File: config.mk
export PLATFORM = sky130hd
export DESIGN_NAME = branch_compare_seq
export DESIGN_NICKNAME = d
export VERILOG_FILES = /design/src/rtl/branch_compare_seq.sv
export SDC_FILE = /design/constraint.sdc
export NUM_CORES = 1
export LEC_CHECK = 0
export ABC_AREA = 0
export ABC_CLOCK_PERIOD_IN_PS = 5900
export BUFFER_PORTS_ARGS = -buffer_cell sky130_fd_sc_hd__buf_2
export CAP_MARGIN = 0
export CELL_PAD_IN_SITES_DETAIL_PLACEMENT = 0
export CELL_PAD_IN_SITES_GLOBAL_PLACEMENT = 2
export CORE_MARGIN = 3
export CORE_UTILIZATION = 35
export CTS_CLUSTER_SIZE = 24
export DETAILED_ROUTE_END_ITERATION = 12
export HOLD_SLACK_MARGIN = 0.06
export PLACE_DENSITY = 0.8
export SKIP_CTS_REPAIR_TIMING = 1
export SKIP_LAST_GASP = 1
export SYNTH_ARGS = -nofsm -noshare
export SYNTH_HDL_FRONTEND = slang
export SYNTH_SLANG_ARGS = --single-unit
File: constraint.sdc
create_clock -name clk -period 5.9 [get_ports clk]
set_input_delay 0 -clock clk [delete_from_list [all_inputs] [get_ports clk]]
set_output_delay 0 -clock clk [all_outputs]
set_load 0.03 [all_outputs]
File: src/rtl/branch_compare_seq.sv
`default_nettype none
`timescale 1ns/1ps
// ============================================================================
// branch_compare_seq: MSB-first sliced branch comparator with funct3 decode.
// Revision: 1.0
// ============================================================================
module branch_compare_seq #(
  parameter int N     = 32,
  parameter int CHUNK = 8
) (
  input  logic         clk,
  input  logic         rst,
  input  logic         in_valid,
  output logic         in_ready,
  input  logic [N-1:0] DataA,
  input  logic [N-1:0] DataB,
  input  logic [2:0]   funct3,
  output logic         out_valid,
  input  logic         out_ready,
  output logic         BrEq,
  output logic         BrLT,
  output logic         taken,
  output logic         illegal
);

  localparam int c_SLICES = N / CHUNK;
  localparam int c_IDX_W  = (c_SLICES > 1) ? $clog2(c_SLICES) : 1;

  localparam logic [c_IDX_W-1:0] c_LAST = c_IDX_W'(c_SLICES - 1);
  localparam logic [CHUNK-1:0]   c_MSB  = CHUNK'(1) << (CHUNK - 1);

  localparam logic [1:0] c_ST_IDLE = 2'd0;
  localparam logic [1:0] c_ST_RUN  = 2'd1;
  localparam logic [1:0] c_ST_DONE = 2'd2;

  generate
    if ((CHUNK < 1) || (CHUNK > N) || ((N % CHUNK) != 0)) begin : g_bad_param
      $error("branch_compare_seq: CHUNK must divide N and satisfy 1 <= CHUNK <= N");
    end
  endgenerate

  logic [1:0]         state_q, state_d;
  logic [c_IDX_W-1:0] idx_q, idx_d;
  logic [N-1:0]       a_q, a_d;
  logic [N-1:0]       b_q, b_d;
  logic [2:0]         f3_q, f3_d;
  logic               breq_q, breq_d;
  logic               brlt_q, brlt_d;
  logic               taken_q, taken_d;
  logic               illegal_q, illegal_d;

  logic [N-1:0]       w_a_sh, w_b_sh;
  logic [CHUNK-1:0]   w_a_cmp, w_b_cmp;
  logic               w_last, w_signed, w_flip;
  logic               w_diff, w_lt;
  logic               w_res_eq, w_res_lt, w_res_taken, w_res_ill;

  assign w_last   = (idx_q == c_LAST);
  // Only BLTU/BGEU are unsigned; the reserved encodings compare signed.
  assign w_signed = ~(f3_q[2] & f3_q[1]);
  assign w_flip   = w_last & w_signed;

  assign w_a_sh  = a_q >> (32'(idx_q) * CHUNK);
  assign w_b_sh  = b_q >> (32'(idx_q) * CHUNK);
  assign w_a_cmp = w_a_sh[CHUNK-1:0] ^ (w_flip ? c_MSB : '0);
  assign w_b_cmp = w_b_sh[CHUNK-1:0] ^ (w_flip ? c_MSB : '0);

  assign w_diff   = (w_a_cmp != w_b_cmp);
  assign w_lt     = (w_a_cmp < w_b_cmp);
  assign w_res_eq = ~w_diff;
  assign w_res_lt = w_diff & w_lt;
  assign w_res_ill = (f3_q[2:1] == 2'b01);

  always_comb begin
    w_res_taken = 1'b0;
    case (f3_q)
      3'b000:         w_res_taken = w_res_eq;
      3'b001:         w_res_taken = ~w_res_eq;
      3'b100, 3'b110: w_res_taken = w_res_lt;
      3'b101, 3'b111: w_res_taken = ~w_res_lt;
      default:        w_res_taken = 1'b0;
    endcase
  end

  always_comb begin
    state_d   = state_q;
    idx_d     = idx_q;
    a_d       = a_q;
    b_d       = b_q;
    f3_d      = f3_q;
    breq_d    = breq_q;
    brlt_d    = brlt_q;
    taken_d   = taken_q;
    illegal_d = illegal_q;
    case (state_q)
      c_ST_IDLE: begin
        if (in_valid) begin
          a_d     = DataA;
          b_d     = DataB;
          f3_d    = funct3;
          idx_d   = c_LAST;
          state_d = c_ST_RUN;
        end
      end
      c_ST_RUN: begin
        if (w_diff || (idx_q == '0)) begin
          breq_d    = w_res_eq;
          brlt_d    = w_res_lt;
          taken_d   = w_res_taken;
          illegal_d = w_res_ill;
          state_d   = c_ST_DONE;
        end else begin
          idx_d = idx_q - 1'b1;
        end
      end
      c_ST_DONE: begin
        if (out_ready) begin
          state_d = c_ST_IDLE;
        end
      end
      default: state_d = c_ST_IDLE;
    endcase
  end

  always_ff @(posedge clk or posedge rst) begin
    if (rst) begin
      state_q   <= c_ST_IDLE;
      idx_q     <= '0;
      a_q       <= '0;
      b_q       <= '0;
      f3_q      <= '0;
      breq_q    <= 1'b0;
      brlt_q    <= 1'b0;
      taken_q   <= 1'b0;
      illegal_q <= 1'b0;
    end else begin
      state_q   <= state_d;
      idx_q     <= idx_d;
      a_q       <= a_d;
      b_q       <= b_d;
      f3_q      <= f3_d;
      breq_q    <= breq_d;
      brlt_q    <= brlt_d;
      taken_q   <= taken_d;
      illegal_q <= illegal_d;
    end
  end

  assign in_ready  = (state_q == c_ST_IDLE);
  assign out_valid = (state_q == c_ST_DONE);
  assign BrEq      = breq_q;
  assign BrLT      = brlt_q;
  assign taken     = taken_q;
  assign illegal   = illegal_q;

endmodule
`default_nettype wire

After elaboration in Yosys (flattened, before gate mapping)

Cells that the tools add are included.

Register bits: 75
Input port bits: 71
Logic and storage cells: 55

Add/subtract/negate cells: 1
Magnitude comparators: 1
Equal/unequal tests: 14
Shift-type cells: 2
Mux-type cells: 9
Bitwise gates (word level): 8
Reduce and logical (&&, ||, !) cells: 11

Operator list:

| operator              | count |
|---|---|
| $shr A32 B5 Y8        | 2 |
| $xor A8 B8 Y8         | 2 |
| $eq A3 B3 Y1 const B  | 4 |
| $mux W2               | 5 |
| $lt A8 B8 Y1          | 1 |
| $mux W8               | 1 |
| $ne A8 B8 Y1          | 1 |
| $ne A2 B2 Y1 const B  | 3 |
| $pmux W2 S3           | 1 |
| $reduce_and A3 Y1     | 2 |
| $eq A2 B1 Y1 const B  | 2 |
| $eq A2 B2 Y1 const B  | 2 |
| $logic_not A2 Y1      | 2 |
| $pmux W1 S4           | 1 |
| $pmux W2 S2           | 1 |
| $reduce_and A2 Y1     | 2 |
| $reduce_or A2 Y1      | 2 |
| $and A1 B1 Y1         | 3 |
| $eq A3 B1 Y1 const B  | 1 |
| $logic_not A3 Y1      | 1 |
| $not A1 Y1            | 3 |
| $ne A2 B1 Y1 const B  | 1 |
| $reduce_bool A2 Y1    | 1 |
| $sub A2 B1 Y2 const B | 1 |
| $logic_or A1 B1 Y1    | 1 |

Depth between registers and ports, before layout

Gate-level depths: netlist of the first run.

Depth in word-level cells: 9
Mapped depth: 9
Gate-level depth less buffers: 9

Worst setup path after synthesis of the first run

Ideal clock, no wire load.

Kind: register to register
Start point: register idx_q[0]
End point: register taken_q, in the netlist taken
Data arrival time: 2.636 ns
Data required time: 5.826 ns
Setup slack: 3.190 ns
Stages on the path, launching flop included: 9
Path buffers: 1
Cells stage by stage: dfrtp_1 -> clkbuf_1 -> mux4_2 -> ha_1 -> nand2b_4 -> a2111oi_4 -> o311ai_1 -> mux2_1 -> o21ai_2

Word-level cells in the longest chain between the ends: 8

RTL lines:

| item                                                                 | line | text |
|---|---|---|
| start: declaration                                                   | 43   | `logic [c_IDX_W-1:0] idx_q, idx_d;` |
| start signal: assignment                                             | 138  | `idx_q <= idx_d;` |
| parallel branches: the longest is 8 deep, another holds $lt A8 B8 Y1 | n/a  |  |
| end signal: assignment                                               | 144  | `taken_q <= taken_d;` |
| end: declaration                                                     | 49   | `logic taken_q, taken_d;` |

Parallel ways; which one is timed is not known.
A chain may end at the register's enable or synchronous reset.

Final worst setup path of the first run

Start point: register idx_q[1]
End point: register taken_q, in the netlist taken

Same word-level chain as after synthesis.

==> results of run 1 <==
[metrics by stage]
step	instances	utilization [%]	cell area, um^2
finish	524	50.5	5000
CTS	455	43.5	4310
global placement	439	41.5	4110
floorplan	240	-	3620
global route	524	50.5	5000
detailed placement	439	41.5	4110
[worst max-delay path: cells and delay by family (launching register included)]
family | cells | cell delay (ns)
AOI/OAI and AO/OA | 3 | 0.65
xor gates and xnor gates | 1 | 0.13
adders and majority gates | 2 | 0.59
DFF | 1 | 0.93
muxes | 1 | 0.19
and+or+nand+nor | 2 | 0.55
[power by group]
part | switching (mW) | internal [mW]
registers | 0.139 | 0.765
logic | 0.380 | 0.577
clock network | 0.208 | 0.203
[path summary, 6_finish.rpt]
kind	endpoint	cells past startpoint	slack (ns)
min reg2reg	BrLT$_DFFE_PP0P_	2	0.48
max	taken$_DFFE_PP0P_	9	2.72
min	idx_q[0]$_DFFE_PP0P_	5	0.08
min in group asynchronous	b_q[12]$_DFFE_PP0P_	4	0.48
max reg2reg	taken$_DFFE_PP0P_	9	2.72
max in group asynchronous	state_q[0]$_DFFE_PP0P_	4	4.80
[layout make-up]
class | instances | area [um^2]
fill | 910 | 4900
sequential | 75 | 1880
multi-input combinational | 142 | 1630
timing repair buffer | 147 | 1090
tap | 133 | 166
clock buffer | 9 | 124
clock inverter | 7 | 82.6
inverter | 11 | 41.3
[cells in the final DEF, fill, tap and decap left out, drive strengths merged, types with 2 or more instances in the layout]
cell | Yosys | final
a21oi | 6 | 6
buf | 10 | 78
clkbuf | 2 | 9
clkinvlp | 0 | 2
dfrtp | 75 | 75
dlygate4sd3 | 0 | 69
ha | 10 | 10
inv | 11 | 15
mux2 | 68 | 68
mux4 | 16 | 16
nand2 | 6 | 6
nand2b | 3 | 3
nand4 | 2 | 2
nor2 | 7 | 7
nor2b | 2 | 2
o21a | 2 | 2
o21ai | 7 | 7
[registers in the layout (all words and copies together) (netlist names)]
| name | count |
|---|---|
| idx_q | 2 |
| a_q | 32 |
| illegal | 1 |
| BrEq | 1 |
| taken | 1 |
| BrLT | 1 |
| f3_q | 3 |
| state_q | 2 |
| b_q | 32 |
[cell families (layout without fill, tap and decap cells)]
group,count (synthesis),count (layout),share of synthesized area [%]
adder cells (fa/ha/maj),10,10,3.46
flip-flops,75,75,51.8
AND/OR/NAND/NOR,25,25,3.60
multiplexers,84,84,33.1
AO/OA/AOI/OAI,21,21,4.29
XOR/XNOR,2,2,0.484
buffers and inverters,23,174,3.25
[routing by layer]
metal | up-vias | part of all wire [%]
met5 | - | 0
met4 | 0 | 1.2
met3 | 6 | 3.5
met2 | 43 | 51
met1 | 1198 | 44
li1 | 1171 | -
==> summary.md, run 1 <==
| Metric | Value |
|---|---|
| Status | finished, final reports clean |
| Root buffer cell | clkbuf_8 |
| Most frequent cell after synthesis | dfrtp_1 |
| Synth top area cells | dfrtp_1 52%, mux2_2 15%, mux4_2 10% |
| DR vias | 2418 |
| Clock Path Buffers | 2 |
| Setup Crit Path Kind | reg -> reg |
| Layout Skew | 0.00975 ns |
| HP Class | in -> reg |
| Reg clk slew, reported paths | 0.08 ns |
| DRT Pass-1 Iters | 4 |
| Top_reg_cell synth | dfrtp_1 |
| GRT overflow | 0 |
| FFs w/ async S/R, synth | 100% |
| Worst Tran Pin Value | 0.994 ns |
| Type of origin of the critical path | flop |
| Crit end category | flop |
| CP Launch Point | idx_q[1]$_DFFE_PP0P_ |
| Hold Startpoint | in_valid |
| RD Place Congestion | 0.703 |
| Initial Util | 36.5% |
| RR Startpoint | idx_q[1]$_DFFE_PP0P_ |
| Post-route ant nets | 0 |
| Initial antenna violation count | 0 |
| Leakage power | 2.28 nW |
| I/O Buffers | 76 |
| GRT busiest layer | met2 |
| Max_cap viols | 0 |
| Syn Area/Cell | 15.1 um^2 |
| Worst endpoint required time | 6.13 ns |
| Share of cells above drive strength 1 | 46.8% |
| Hold Fails Final Rpt | 0 |
| Number of buffers created by CTS | 9 |
| CP cell instances | ha_1 > a21boi_0 > xnor2_1 > ha_1 > nand4_1 > or2_1 > a221oi_1 > mux2_1 > o21ai_2 |
| #FFs+latches synth | 75 |
| Final Routed Wirelength | 7770 um |
| Top cell type's share of synthesized area | 51.8% |
| DRT iter0 DRCs | 75 |
| Highest cell delay on the worst timing path | 0.93 ns |
| EDFF count, synth | 0 |
| Yosys cell types | 33 |
| Register area share after synthesis | 51.8% |
| Die Ht | 108 um |
| Setup_tns | 0 ns |
| Final nets | 467 |
| Vias in the first global route | 2287 |
| Die Wd | 108 um |
| Pin count of the biggest net entering global routing | 76 |
| Most used cell, CP | ha_1 |
| Warnings from Yosys | 0 |
| Synth cell count leaders | 75 x dfrtp_1, 48 x mux2_2, 19 x mux2_4 |
| GRT Resource Usage Total | 13.2% |
| Cell area after synthesis | 3620 um^2 |
| Power Total | 2.27 mW |
| Fmax | 314 MHz |
| Die area | 11600 um^2 |
| DP Wirelength | 4980 um |
| Routed vias/inst | 4.61 |
| VDD IR max | 165 uV |
| Area of the core | 9910 um^2 |
| Worst Path Arrival | 3.41 ns |
| Crit Path Max Fanout | 20 |
| CP max-delay cell | dfrtp_1 |
| Post-Syn Instances | 240 |
| Layout area overhead | 38.3% |
| Clk_lat worst skew | 0.34 ns |
| Residual DRC | 0 |
| Worst Hold Slack | 0.0757 ns |
| Antenna Cells | 0 |
| Met2 Use GR | 21.0% |
| CTS tree | built |
| # setup viols final | 0 |
| Routed WL per cell | 14.8 um |
| Final period utilization | 53.9% |
| Clk sink count | 75 |
| Io pins | 77 |
| Grt met1 use | 17.3% |
| Final min period | 3.18 ns |
| Pwr dens | 454 nW/um^2 |
| H-tree Lvls | 3 |
| Met3 Use GR | 3.90% |
| Relative slew slack | 33.7% |
| RSZ-0062 raised after global routing | false |
| Syn Nets | 321 |
| First-pass GRT wire length | 11800 um |
| Pre-CTS setup slack | 2.71 ns |
| Top cell type by total area after synthesis | dfrtp_1 |
| Row count | 36 |
| Final worst setup slack | 2.72 ns |
| Slew Limit Fails | 0 |
No activity file was read; power rests on OpenSTA's default activity.
==> run 2, diff against run 1 <==
--- a/config.mk
+++ b/config.mk
@@ -6,7 +6,7 @@
 export NUM_CORES = 1
 export LEC_CHECK = 0
 export ABC_AREA = 0
-export ABC_CLOCK_PERIOD_IN_PS = 5900
+export ABC_CLOCK_PERIOD_IN_PS = 3140
 export BUFFER_PORTS_ARGS = -buffer_cell sky130_fd_sc_hd__buf_2
 export CAP_MARGIN = 0
 export CELL_PAD_IN_SITES_DETAIL_PLACEMENT = 0
==> constraint.sdc (replaced) <==
create_clock -name clk -period 3.14 [get_ports clk]
set_input_delay 0 -clock clk [delete_from_list [all_inputs] [get_ports clk]]
set_output_delay 0 -clock clk [all_outputs]
set_load 0.03 [all_outputs]
==> summary.md, run 2 (same netlist as run 1, synthesis figures left out) <==
| Metric | Value |
|---|---|
| Post-route ant nets | 0 |
| FF-to-FF path depth | 10 |
| DRT iter0 DRCs | 78 |
| GRT overflow | 0 |
| Final min period | 2.75 ns |
| CTS tree | built |
| Status | finished, final reports clean |
| GRT Resource Usage Total | 13.2% |
| Pin count of the biggest net entering global routing | 60 |
| Final period utilization | 87.7% |
| Clk sink count | 75 |
| Residual DRC | 0 |
| Type of origin of the critical path | flop |
| WL met2 | 3990 um |
| Die Wd | 108 um |
| Pwr dens | 861 nW/um^2 |
| RSZ-0062 raised after global routing | false |
| Routed WL per cell | 14.8 um |
| # setup viols final | 0 |
| Layout Skew | 0.00703 ns |
| HP Class | in -> reg |
| Number of buffers created by CTS | 9 |
| Filler instances | 877 |
| Dpl cells | 443 |
| Worst endpoint required time | 3.38 ns |
| Crit Path Max Fanout | 10 |
| CP Launch Point | idx_q[0]$_DFFE_PP0P_ |
| Share of cells above drive strength 1 | 47.3% |
| VDD IR max | 332 uV |
| Crit end category | flop |
| RD Place Congestion | 0.736 |
| Layout area overhead | 40.0% |
| Critical R2R Capture | taken$_DFFE_PP0P_ |
| Final Routed Wirelength | 7830 um |
| Leakage power | 2.31 nW |
| Clk_lat worst skew | 0.35 ns |
| WL met1 | 3410 um |
| Non-filler cells, final | 529 |
| Io pins | 77 |
| Area of the core | 9910 um^2 |
| Sequential Area | 1880 um^2 |
| DR vias | 2438 |
| DRT Pass-1 Iters | 4 |
| First-pass GRT wire length | 11600 um |
| Met3 WL | 254 um |
| Clock Path Buffers | 2 |
| Setup_tns | 0 ns |
| Routed vias/inst | 4.61 |
| Commonest non-fill, non-tap cell in the layout | buf_2 |
| Die Ht | 108 um |
| Worst Tran Pin Value | 0.914 ns |
| I/O Buffers | 76 |
| Slew Limit Fails | 0 |
| Flop-to-flop setup slack | 0.39 ns |
| Row count | 36 |
| Initial antenna violation count | 0 |
| Commonest non-fill, non-tap cells in the layout | 76 x buf_2, 75 x dfrtp_1, 69 x dlygate4sd3_1 |
| Final nets | 471 |
| Uppermost layer routed | met4 |
| Fmax | 363 MHz |
| Multi-input logic area | 1630 um^2 |
| Max_cap viols | 0 |
| Setup Crit Path Kind | reg -> reg |
| Reg clk slew, reported paths | 0.08 ns |
| Vias in the first global route | 2359 |
| H-tree Lvls | 3 |
| Power Total | 4.36 mW |
| Initial Util | 36.5% |
| Relative slew slack | 38.9% |
| DP Wirelength | 5260 um |
| Worst Setup EP | taken$_DFFE_PP0P_ |
| Hold Fails Final Rpt | 0 |
| Root buffer cell | clkbuf_8 |
| Die area | 11600 um^2 |
| Worst Path Arrival | 2.99 ns |
| Biggest regs | a_q: 32 flops, b_q: 32 flops, f3_q: 3 flops |
| RR Startpoint | idx_q[0]$_DFFE_PP0P_ |
## run 2: area by class of cell
cell class / count / share of cell area [%]
clock inverter: 7 / 1.95
inverter: 11 / 0.815
clock buffer: 9 / 2.45
sequential: 75 / 37.0
multi-input combinational: 142 / 32.1
timing repair buffer: 151 / 22.3
tap: 133 / 3.28
antenna: 1 / 0.0494
## run 2: metal layers
layer | vias up | track usage [%]
met3 | 15 | 2.88
met1 | 1198 | 16.7
met5 | - | 0
li1 | 1175 | -
met2 | 50 | 21.4
met4 | 0 | 6.22
## run 2: per-stage QoR
stage	setup slack (ns)	cell area [um^2]	util, %	hold WS (ns)
final	0.385	5070	51.1	0.0679
after global routing	0.197	5060	51.1	0.0917
after CTS	0.362	4370	44.1	-0.174
after detailed placement	0.409	4150	41.9	0.217
after global placement	0.480	4150	41.9	0.196
after floorplan	0.430	3620	-	0.108
## run 2: where the power goes
| group | switching [mW] | total (mW) | internal (mW) |
|---|---|---|---|
| registers | 0.271 | 1.71 | 1.44 |
| clock network | 0.376 | 0.829 | 0.453 |
| logic | 0.730 | 1.82 | 1.09 |
| total | 1.38 | 4.36 | 2.99 |
## run 2: worst min path at each step
stage	start	endpoint	slack, ns	cells past startpoint
global placement	out_ready	state_q[1]$_DFFE_PP0P_	0.20	2
CTS	out_ready	state_q[1]$_DFFE_PP0P_	-0.17	2
finish	in_valid	idx_q[1]$_DFFE_PP0P_	0.07	5
detailed placement	out_ready	state_q[1]$_DFFE_PP0P_	0.22	2
global route	in_valid	idx_q[0]$_DFFE_PP0P_	0.09	5
floorplan	out_ready	state_q[1]$_DFFE_PP0P_	0.11	1
## run 2: critical path: stages, from the launching register on
cell and delay (ns):
dfrtp_1 0.35, buf_4 0.21, ha_1 0.16, a21boi_0 0.39, xnor2_1 0.16, ha_1 0.33
nand4_1 0.22, or2_1 0.35, a221oi_1 0.24, mux2_1 0.19, o21ai_2 0.05
==> run 3, diff against run 2 <==
--- a/config.mk
+++ b/config.mk
@@ -7,7 +7,7 @@
 export LEC_CHECK = 0
 export ABC_AREA = 0
 export ABC_CLOCK_PERIOD_IN_PS = 3140
-export BUFFER_PORTS_ARGS = -buffer_cell sky130_fd_sc_hd__buf_2
+export BUFFER_PORTS_ARGS = -buffer_cell sky130_fd_sc_hd__clkbuf_2
 export CAP_MARGIN = 0
 export CELL_PAD_IN_SITES_DETAIL_PLACEMENT = 0
 export CELL_PAD_IN_SITES_GLOBAL_PLACEMENT = 2
==> summary.md, run 3 (same netlist as run 1, synthesis figures left out) <==
| Metric | Value |
|---|---|
| DRT Pass-1 Iters | 2 |
| Layout Skew | 0.00933 ns |
| GRT Resource Usage Total | 13.3% |
| Type of origin of the critical path | flop |
| CTS tree | built |
| RSZ-0062 raised after global routing | false |
| Die Ht | 108 um |
| Max_cap viols | 0 |
| Final worst setup slack | 0.359 ns |
| Dpl cells | 443 |
| Vias in the first global route | 2361 |
| Switching share of power | 31.3% |
| Area of the core | 9910 um^2 |
| Final min period | 2.78 ns |
| Fmax | 360 MHz |
| I/O Buffers | 76 |
| Clock Path Buffers | 2 |
| First-pass GRT wire length | 11600 um |
| Pwr dens | 864 nW/um^2 |
| HP Class | in -> reg |
| Worst Tran Pin Value | 0.914 ns |
| Share of cells above drive strength 1 | 47.2% |
| Layout area overhead | 39.9% |
| # setup viols final | 0 |
| DR vias | 2408 |
| Antenna Cells | 0 |
| Most used cell, CP | ha_1 |
| Clk sink count | 75 |
| Final nets | 471 |
| Reg power frac | 39.0% |
| Commonest non-fill, non-tap cell in the layout | clkbuf_2 |
| Worst Hold Slack | 0.0579 ns |
| Non-filler cells, final | 527 |
| Clk_lat worst skew | 0.35 ns |
| Slew Limit Fails | 0 |
| H-tree Lvls | 3 |
| RD Place Congestion | 0.741 |
| Routed vias/inst | 4.57 |
| Clock group share of total power | 18.9% |
| CP cell instances | ha_1 > a21boi_0 > xnor2_1 > ha_1 > nand4_1 > or2_1 > a221oi_1 > mux2_1 > o21ai_2 |
| Reg clk slew, reported paths | 0.08 ns |
| Pre-CTS setup slack | 0.403 ns |
| Root buffer cell | clkbuf_8 |
| Power Total | 4.37 mW |
| DRT iter0 DRCs | 64 |
| Die area | 11600 um^2 |
| Final Routed Wirelength | 7700 um |
| Commonest non-fill, non-tap cells in the layout | 76 x clkbuf_2, 75 x dfrtp_1, 69 x dlygate4sd3_1 |
| Crit end category | flop |
| Crit path buf inv count | 0 |
| Post-route ant nets | 0 |
| Worst Path Arrival | 3.01 ns |
| P_sw | 1.37 mW |
| Io pins | 77 |
| Final period utilization | 88.6% |
| Logic pwr share | 42.1% |
| Biggest regs | a_q: 32 flops, b_q: 32 flops, f3_q: 3 flops |
| Residual DRC | 0 |
| Cell Area, Placed | 4150 um^2 |
| Initial Util | 36.5% |
| Final instance area | 5060 um^2 |
| CP max-delay cell | dfrtp_1 |
| Initial antenna violation count | 0 |
| Crit Path Max Fanout | 9 |
| Pin count of the biggest net entering global routing | 60 |
| Number of buffers created by CTS | 9 |
| Row count | 36 |
| Die Wd | 108 um |
| Status | finished, final reports clean |
| DP Wirelength | 5280 um |
| Internal power | 3.00 mW |
| Leakage power | 2.32 nW |
| Hold Fails Final Rpt | 0 |
| Setup Crit Path Kind | reg -> reg |
| VDD IR max | 370 uV |
| Largest delay share family, worst path | compound AO/OA/AOI/OAI gates |
| GRT overflow | 0 |
| Routed WL per cell | 14.6 um |
| Final Core Density | 51.1% |
| Setup_tns | 0 ns |
| Highest cell delay on the worst timing path | 0.58 ns |
| Worst endpoint required time | 3.37 ns |
| Relative slew slack | 39.0% |
## run 3: tightest hold or removal path: stages
cell and delay (ns):
clkbuf_2 0.10, nor2_1 0.08, nor2_1 0.06, nor2_1 0.08, a21oi_1 0.05
## run 3: metal layers
layer,global-route usage [%],share of wire (%),wire (um),vias up
met4,5.68,1.6,125,0
li1,-,-,-,1179
met2,21.6,52,3970,43
met5,0,0,0,-
met1,16.6,44,3380,1177
met3,3.48,2.9,222,9
## run 3: power groups by stage
stage	sequential [mW]	combinational, mW	clock, mW
finish	1.70	1.84	0.828
global route	1.77	2.01	0.899
CTS	1.71	1.80	0.858
detailed placement	1.72	1.78	0
global placement	1.72	1.75	0
floorplan	1.66	1.46	0
## run 3: final timing paths
check / from / end / slack, ns / depth (start not counted)
max: idx_q[1]$_DFFE_PP0P_ / taken$_DFFE_PP0P_ / 0.36 / 9
min: in_valid / idx_q[0]$_DFFE_PP0P_ / 0.06 / 5
max reg2reg: idx_q[1]$_DFFE_PP0P_ / taken$_DFFE_PP0P_ / 0.36 / 9
min reg2reg: BrLT$_DFFE_PP0P_ / BrLT$_DFFE_PP0P_ / 0.48 / 2
max in group asynchronous: rst / a_q[11]$_DFFE_PP0P_ / 1.79 / 4
min in group asynchronous: rst / b_q[30]$_DFFE_PP0P_ / 0.38 / 3
## run 3: layout make-up
class | count | area [um^2]
Clock buffer | 10 | 138
Clock inverter | 5 | 85.1
Fill cell | 867 | 4850
Inverter | 11 | 41.3
Multi-Input combinational cell | 142 | 1630
Sequential cell | 75 | 1880
Tap cell | 133 | 166
Timing Repair Buffer | 151 | 1130
